File: config.mk
export PLATFORM = sky130hd
export DESIGN_NAME = shared_adder_arbiter
export DESIGN_NICKNAME = d
export VERILOG_FILES = /design/src/rtl/shared_adder_arbiter.sv
export SDC_FILE = /design/constraint.sdc
export NUM_CORES = 1
export LEC_CHECK = 0
export CELL_PAD_IN_SITES_DETAIL_PLACEMENT = 1
export CELL_PAD_IN_SITES_GLOBAL_PLACEMENT = 1
export CORE_UTILIZATION = 30
export CTS_BUF_LIST = sky130_fd_sc_hd__clkbuf_16
export DETAILED_ROUTE_END_ITERATION = 6
export HOLD_SLACK_MARGIN = 0.12
export PLACE_DENSITY_LB_ADDON = 0.1
export SETUP_SLACK_MARGIN = 0.15
export SYNTH_ARGS = -nofsm -noshare
export SYNTH_HDL_FRONTEND = slang
export SYNTH_SLANG_ARGS = --single-unit
File: constraint.sdc
create_clock -name clk -period 6.25 [get_ports clk]
set_input_delay 1.875 -clock clk [delete_from_list [all_inputs] [get_ports clk]]
set_output_delay 1.875 -clock clk [all_outputs]
set_load 0.005 [all_outputs]
File: src/rtl/shared_adder_arbiter.sv
// shared_adder_arbiter
//   Time-multiplexes one W-bit adder between N requesters. A round-robin
//   arbiter grants at most one requester per cycle; the granted operand pair
//   is summed and registered into a single-entry response buffer tagged with
//   the requester index. The buffer refills in the same cycle it is drained,
//   so a continuously ready consumer sees one result per cycle.
//
// Parameters
//   N   number of requesters (2..16)
//   W   operand width
//   IDW response tag width, equal to clog2(N)
//
// Ports
//   clk        rising-edge clock
//   rst_n      asynchronous active-low reset
//   req_valid  [N]     per-requester request valid (held until granted)
//   req_a      [N*W]   operand A, requester i at [i*W +: W]
//   req_b      [N*W]   operand B, same packing
//   req_grant  [N]     one-hot combinational grant; operands captured on the
//                      clock edge where the bit is high
//   rsp_valid          response buffer holds a result
//   rsp_ready          consumer accepts the response
//   rsp_id     [IDW]   requester index of the buffered result
//   rsp_sum    [W+1]   a + b with carry in the MSB
//
// Optional build macro SHARED_ADDER_STATS_EN adds:
//   stat_grants [16]   saturating count of cycles with a grant
//   stat_stalls [16]   saturating count of cycles with requests pending but
//                      the buffer full and not being drained
module shared_adder_arbiter #(
  parameter int N   = 4,
  parameter int W   = 13,
  parameter int IDW = 2
) (
  input  logic           clk,
  input  logic           rst_n,
  input  logic [N-1:0]   req_valid,
  input  logic [N*W-1:0] req_a,
  input  logic [N*W-1:0] req_b,
  output logic [N-1:0]   req_grant,
  output logic           rsp_valid,
  input  logic           rsp_ready,
  output logic [IDW-1:0] rsp_id,
  output logic [W:0]     rsp_sum
`ifdef SHARED_ADDER_STATS_EN
  ,
  output logic [15:0]    stat_grants,
  output logic [15:0]    stat_stalls
`endif
);

  // Response buffer occupancy
  localparam logic ST_EMPTY = 1'b0;
  localparam logic ST_FULL  = 1'b1;

  logic           state_reg;
  logic [IDW-1:0] last_reg;
  logic [IDW-1:0] rsp_id_reg;
  logic [W:0]     rsp_sum_reg;

  logic           can_accept;
  logic [N-1:0]   grant_next;
  logic [IDW-1:0] grant_idx;
  logic           grant_any;

  logic [W-1:0]   a_arr [N];
  logic [W-1:0]   b_arr [N];
  logic [W-1:0]   sel_a;
  logic [W-1:0]   sel_b;
  logic [W:0]     sum_next;

  // Unpack the flat operand buses into per-requester lanes
  genvar gi;
  generate
    for (gi = 0; gi < N; gi++) begin : g_unpack
      assign a_arr[gi] = req_a[gi*W +: W];
      assign b_arr[gi] = req_b[gi*W +: W];
    end
  endgenerate

  // A full buffer can still take a new result if it is being drained now
  assign can_accept = (state_reg == ST_EMPTY) || rsp_ready;

  // Round-robin search starting just after the last granted requester.
  // The candidate index is formed in IDW+1 bits so last+k (at most 2N-1)
  // never overflows before the wrap correction.
  always_comb begin
    logic [IDW:0] cand;
    grant_next = '0;
    grant_idx  = '0;
    grant_any  = 1'b0;
    cand       = '0;
    if (can_accept) begin
      for (int k = 1; k <= N; k++) begin
        cand = {1'b0, last_reg} + (IDW+1)'(k);
        if (cand >= (IDW+1)'(N)) begin
          cand = cand - (IDW+1)'(N);
        end
        if (!grant_any && req_valid[cand[IDW-1:0]]) begin
          grant_any                  = 1'b1;
          grant_idx                  = cand[IDW-1:0];
          grant_next[cand[IDW-1:0]] = 1'b1;
        end
      end
    end
  end

  // The single shared adder: operands are muxed in front of it
  assign sel_a    = a_arr[grant_idx];
  assign sel_b    = b_arr[grant_idx];
  assign sum_next = {1'b0, sel_a} + {1'b0, sel_b};

  // No grant may be seen while reset is asserted
  assign req_grant = rst_n ? grant_next : '0;

  always_ff @(posedge clk or negedge rst_n) begin
    if (!rst_n) begin
      state_reg   <= ST_EMPTY;
      last_reg    <= IDW'(N-1);
      rsp_id_reg  <= '0;
      rsp_sum_reg <= '0;
    end else if (grant_any) begin
      // Covers both refill of an empty buffer and replace-on-accept
      state_reg   <= ST_FULL;
      last_reg    <= grant_idx;
      rsp_id_reg  <= grant_idx;
      rsp_sum_reg <= sum_next;
    end else if (rsp_ready) begin
      state_reg   <= ST_EMPTY;
    end
  end

  assign rsp_valid = (state_reg == ST_FULL);
  assign rsp_id    = rsp_id_reg;
  assign rsp_sum   = rsp_sum_reg;

`ifdef SHARED_ADDER_STATS_EN
  logic [15:0] stat_grants_reg;
  logic [15:0] stat_stalls_reg;

  always_ff @(posedge clk or negedge rst_n) begin
    if (!rst_n) begin
      stat_grants_reg <= '0;
      stat_stalls_reg <= '0;
    end else begin
      if (grant_any && (stat_grants_reg != 16'hFFFF)) begin
        stat_grants_reg <= stat_grants_reg + 16'd1;
      end
      if ((|req_valid) && !can_accept && (stat_stalls_reg != 16'hFFFF)) begin
        stat_stalls_reg <= stat_stalls_reg + 16'd1;
      end
    end
  end

  assign stat_grants = stat_grants_reg;
  assign stat_stalls = stat_stalls_reg;
`endif

endmodule

# Word-level counts from Yosys, hierarchy flattened
# Index checks and enable logic that the tools add are counted.
[op_classes]
addsub = 9
order_cmp = 13
n_mux = 54
n_bitwise = 5
reduce_logical = 12
[ops]
columns = ["op", "count"]
rows = [
  ["13-bit binary-select mux with 2-bit select", 2],
  ["13-bit two-way mux", 4],
  ["4-bit two-way mux", 9],
  ["2-bit two-way mux", 13],
  ["1-bit two-way mux", 18],
  ["3-bit greater-or-equal comparator (second input constant)", 5],
  ["13-bit by 13-bit adder with 14-bit output", 1],
  ["2-bit by 3-bit < comparator with 1-bit output (second input constant)", 4],
  ["4-bit bitwise OR", 3],
  ["1-bit binary-select mux with 2-bit select", 4],
  ["1-bit demux with 2-bit select", 4],
  ["2-bit by 1-bit greater-or-equal comparator with 1-bit output (second input constant)", 4],
  ["2-bit by 1-bit subtractor with 2-bit output (second input constant)", 4],
  ["1-bit logical AND", 7],
  ["2-bit by 2-bit adder with 3-bit output (second input constant)", 2],
  ["2-bit by 1-bit adder with 3-bit output (second input constant)", 1],
  ["2-bit by 3-bit adder with 3-bit output (second input constant)", 1],
  ["1-bit logical NOT", 3],
  ["2-bit NOT with 3-bit output", 1],
  ["2-bit nonzero test", 1],
  ["1-bit logical OR", 1],
  ["1-bit NOT", 1],
]
[totals]
ff_bits = 19
in_bits = 111
word_cells = 97

# Longest topological paths before layout
[depth]
word_depth = 25
ltp_mapped = 20
ltp_nobuf = 16

# Least setup slack after synthesis
# OpenSTA, ideal clock, no wires.
[synth_path]
path_type = "input to register"
from = "input port req_valid[1]"
to = "register rsp_sum_reg[13], in the netlist rsp_sum[13]"
arrival_ps = 5118
setup_slack_ps = 995
cell_stages = 15
path_buffers = 2
path_cell_list = "mux4_2 > or2_1 > nor2_1 > and2_4 > o21a_1 > buf_6 > buf_12 > mux2i_1 > ha_1 > a21o_1 > and4_1 > o211ai_1 > a31oi_1 > a2111oi_0 > nor3_1"
[synth_via]
elab_chain_cells = 21
elab_cells_between_ends = 35
[synth_lines]
columns = ["item", "line_no", "text"]
rows = [
  ["from (decl)", "37", "input logic [N-1:0] req_valid,"],
  ["1-bit binary-select mux with 2-bit select", "99", "if (!grant_any && req_valid[cand[IDW-1:0]]) begin"],
  ["1-bit two-way mux (implied by the code)", "99", ""],
  ["1-bit two-way mux", "99", ""],
  ["1-bit two-way mux", "93", "if (can_accept) begin"],
  ["1-bit logical NOT", "99", ""],
  ["1-bit logical AND", "99", ""],
  ["1-bit two-way mux", "99", ""],
  ["1-bit two-way mux", "93", ""],
  ["[... 4 more ...]", "--", ""],
  ["1-bit logical NOT", "99", ""],
  ["1-bit logical AND", "99", ""],
  ["2-bit two-way mux", "99", ""],
  ["2-bit two-way mux", "93", ""],
  ["2-bit NOT with 3-bit output (implied by the code)", "109, 110", ""],
  ["13-bit binary-select mux with 2-bit select (on tied branches)", "109, 110", ""],
  ["13-bit two-way mux (on tied branches) (2 in a row)", "109, 110", ""],
  ["13-bit by 13-bit adder with 14-bit output", "111", "assign sum_next = {1'b0, sel_a} + {1'b0, sel_b};"],
  ["to (signal assigned)", "127", "rsp_sum_reg <= sum_next;"],
  ["to (decl)", "59", "logic [W:0] rsp_sum_reg;"],
]
# Several ways; a longest one is shown, not always the timed one. The select of a mux whose other input is x is not followed.
# A chain may end at the register's enable or synchronous reset.

# Worst setup path in the final report
[layout_path]
from = "input port req_valid[2]"
to = "output port req_grant[2]"
[layout_via]
elab_chain_cells = 17
elab_cells_between_ends = 32
[layout_lines]
columns = ["item", "line_no", "text"]
rows = [
  ["1-bit binary-select mux with 2-bit select", "99", ""],
  ["1-bit two-way mux (implied by the code)", "99", ""],
  ["1-bit two-way mux", "99", ""],
  ["1-bit two-way mux", "93", ""],
  ["1-bit logical NOT", "99", ""],
  ["1-bit logical AND", "99", ""],
  ["1-bit two-way mux", "99", ""],
  ["1-bit two-way mux", "93", ""],
  ["1-bit logical NOT", "99", ""],
  ["1-bit logical AND", "99", ""],
  ["1-bit two-way mux", "99", ""],
  ["1-bit two-way mux", "93", ""],
  ["1-bit logical NOT", "99", ""],
  ["1-bit logical AND", "99", ""],
  ["4-bit two-way mux *", "99", ""],
  ["4-bit two-way mux *", "93", ""],
  ["4-bit two-way mux *", "114", "assign req_grant = rst_n ? grant_next : '0;"],
  ["to (decl)", "40", "output logic [N-1:0] req_grant,"],
]
# Every way passes the cells marked *; elsewhere a longest branch is shown, timed or not. The select of a mux whose other input is x is not followed.

==> flow_summary_export.csv <==
group,metric,value,unit
run_status,outcome,"completed",
worst_setup_path,worstSetupPathType,"in -> out",
clocking,clk_pin_slew,0.06,ns
floorplanning,num_rows,33,
clocking,cts_hold_buf,0,
worst_setup_path,cpMaxStageDelayCell,"mux4_2",
run,cap_violations,0,
final_layout,n_antenna_cell,0,
floorplanning,die_w,95.5,µm
yosys,syn_nets,401,
timing,fin_skew,0.00298,ns
yosys,synth-seq-cells,19,
route,vias,2594,
yosys,synth-edff-count,0,
clocking,cts_root_buf,"clkbuf_16",
placement,numPlacedInstances,500,
worst_setup_path,path_cells,"dlygate4sd2_1 > mux4_2 > or2_1 > nor2_1 > and2_4 > a221oi_1 > nor2_1 > clkdlybuf4s50_1",
floorplanning,io_pins,132,
clocking,cts-htree-levels,1,
timing,finalCritPeriodShare,94.6,%
timing,worstMarginPinSlew,0.601,ns
global_routing,antenna_found_initial,0,
power,p_int,0.00120,W
route,ant_nets,0,
worst_setup_path,worstPathArrival,4.04,ns
route,drt-initial-drc-count,66,
worst_setup_path,cpPeakStageDelay,0.55,ns
final_layout,num-nets-final,533,
yosys,yosys_warnings,0,
route,viasPerCell,5.15,
yosys,syn_inst,268,
power,clock_power_share,6.0,%
timing,max-slew-margin-rel,59.6,%
worst_setup_path,required,4.38,ns
power,powerDensity,553,nW/µm²
final_layout,n_fill_cell,956,
clocking,clock-sinks,19,
final_layout,area_growth,54.5,%
yosys,ys_async_sr_fraction,100,%
timing,rsz0062_at_grt,"false",
yosys,syn_area_per_cell,9.78,µm²
floorplanning,die_area,9110,µm²
timing,finalSetupTns,0,ns
power,p_leak,1.88,nW
placement,place_congestion,0.770,
timing,hold_viol_final,0,
route,drc_errors,0,
power,ir_worst_vdd,0.244,mV
yosys,syn_area,2620,µm²
final_layout,layout.cells.non_filler,504,
power,pwr-share-seq,11.6,%
min_path,min_path_type,"reg -> reg",
worst_setup_path,crit_fanout,7,
worst_setup_path,cp-end-kind,"primary output",
global_routing,grt_pass1_wl,13.2,mm
global_routing,grt_max_degree,30,
clocking,cts_made_buffers,3,
power,switching_share,46.6,%
worst_setup_path,worstSetupStartpointType,"input pin",
global_routing,track_usage,18.3,%
clocking,cts_tree,"yes",
floorplanning,die_y,95.5,µm
clocking,insertion_delay,0.25,ns
yosys,synthFlopType,"dfrtp_1",
yosys,yosysUniqueCellTypes,48,
timing,clock.fmax,0.169,GHz
power,netSwitchingPower,0.00104,W
route,first_pass_iters,4,
timing,maxSlewViolCount,0,
route,wl_per_cell,17.3,µm
yosys,seq_area_frac_synth,18.2,%
route,wl,8.70,mm
global_routing,first_global_vias,2756,
final_layout,drive_gt1_share,6.77,%
worst_setup_path,crit_top_cell,"nor2_1",
placement,place_hpwl,7.21,mm
final_layout,largest_register_ffs,14,
power,p_comb_share,82.4,%
global_routing,grt.overflow.total,0,
placement,port_buffers,131,
timing,finalHoldWorstSlack,0.485,ns
timing,final.min_clock_period,5.91,ns
floorplanning,start_util,31.4,%
floorplanning,coreArea,8340,µm²
clocking,clock_path_buffers,2,
timing,setup_viol,0,
## path summary, 6_finish.rpt
check                                  start            to  slack (ns)  cells after the start
worst max-delay path            req_valid[2]  req_grant[2]        0.34                      8
worst min-delay path               rsp_id[0]     rsp_id[0]        0.49                      2
worst max register to register   last_reg[0]   rsp_sum[13]        1.05                     16
worst min register to register     rsp_id[0]     rsp_id[0]        0.49                      2
max in group asynchronous              rst_n   last_reg[0]        3.97                      2
min in group asynchronous              rst_n    rsp_sum[9]        2.01                      2
## metrics by stage
step / cell area [µm²] / setup WS [ns] / util [%] / total power (W)
final: 4050 / 0.337 / 48.5 / 0.00224
after global routing: 4050 / 0.214 / 48.5 / 0.00245
after CTS: 4050 / 0.368 / 48.5 / 0.00227
after detailed placement: 3970 / 0.132 / 47.6 / 0.00211
after global placement: 3970 / 0.183 / 47.6 / 0.00208
after floorplan: 2620 / 0.995 / - / 0.00165
## power by group through the flow
| stage | registers, W | logic [W] | clock network (W) |
|---|---|---|---|
| 2_1_floorplan | 0.000242 | 0.00141 | 0 |
| 3_3_place_gp | 0.000260 | 0.00182 | 0 |
| 3_5_place_dp | 0.000261 | 0.00185 | 0 |
| 4_1_cts | 0.000262 | 0.00187 | 0.000136 |
| 5_1_grt | 0.000273 | 0.00203 | 0.000142 |
| 6_report | 0.000261 | 0.00185 | 0.000133 |
## synthesized netlist by cell type, types with 2 or more instances
cell / n / area, µm²
a21o_1: 10 / 75.1
a21oi_1: 6 / 30.0
a221oi_1: 4 / 35.0
a22oi_1: 4 / 30.0
a31oi_1: 4 / 25.0
buf_12: 6 / 120
buf_2: 2 / 10.0
buf_6: 2 / 22.5
buf_8: 2 / 30.0
clkbuf_1: 3 / 11.3
dfrtp_1: 17 / 425
dfstp_2: 2 / 52.6
ha_1: 21 / 263
inv_1: 3 / 11.3
mux2i_1: 79 / 791
mux4_2: 3 / 67.6
nand2_1: 23 / 86.3
nand2b_1: 2 / 12.5
nor2_1: 14 / 52.6
nor3_1: 5 / 25.0
o21a_1: 5 / 37.5
o21ai_0: 15 / 75.1
o21bai_1: 2 / 15.0
o31ai_1: 3 / 22.5
or3_1: 2 / 12.5
xnor2_1: 4 / 35.0
xor2_1: 4 / 35.0
## cell families (layout without fill, tap and decap cells)
| group | count (synthesis) | count (layout) | share of synthesized area [%] |
|---|---|---|---|
| DFF | 19 | 19 | 18.2 |
| and+or+nand+nor | 58 | 58 | 10.9 |
| muxes | 84 | 84 | 34.2 |
| buffers and inverters | 18 | 149 | 7.83 |
| xor gates and xnor gates | 8 | 8 | 2.67 |
| AOI/OAI and AO/OA | 59 | 59 | 15.3 |
| adders and majority gates | 22 | 22 | 10.8 |
## layout by cell type, fill, tap and decap left out, types with 5 or more instances in the layout
master,count
clkdlybuf4s50_1,127
ha_1,21
a21oi_1,6
o21ai_0,15
dfrtp_1,17
nand2_1,23
mux2i_1,79
nor3_1,5
buf_4,10
nor2_1,14
a21o_1,10
## repair_timing
action	4_1_cts	5_1_grt
endpoints found under the setup margin	4	0
gates resized for setup	4	0
setup buffers	0	0
## worst max-delay path: cells and delay by family
family / cells / cell delay, ns
buffers and inverters: 2 / 0.82
AND/OR/NAND/NOR: 4 / 0.71
AO/OA/AOI/OAI: 1 / 0.08
multiplexers: 1 / 0.55
## final cells by class
| type | instances | area, µm² | share of cell area [%] |
|---|---|---|---|
| sequential | 19 | 478 | 11.8 |
| timing repair buffer | 142 | 1400 | 34.6 |
| multi-input combinational | 231 | 1950 | 48.1 |
| clock buffer | 3 | 75.1 | 1.85 |
| clock inverter | 1 | 5.00 | 0.124 |
| inverter | 3 | 11.3 | 0.278 |
| tap | 105 | 131 | 3.25 |
## per-layer routing
metal | track usage, % | wire [µm] | vias up
met3 | 3.35 | 542 | 2
met1 | 23.5 | 3770 | 1243
li1 | - | - | 1267
met4 | 1.12 | 27 | 0
met2 | 33.1 | 4360 | 82
met5 | 0 | 0 | -
(Power assumes the default switching activity.)
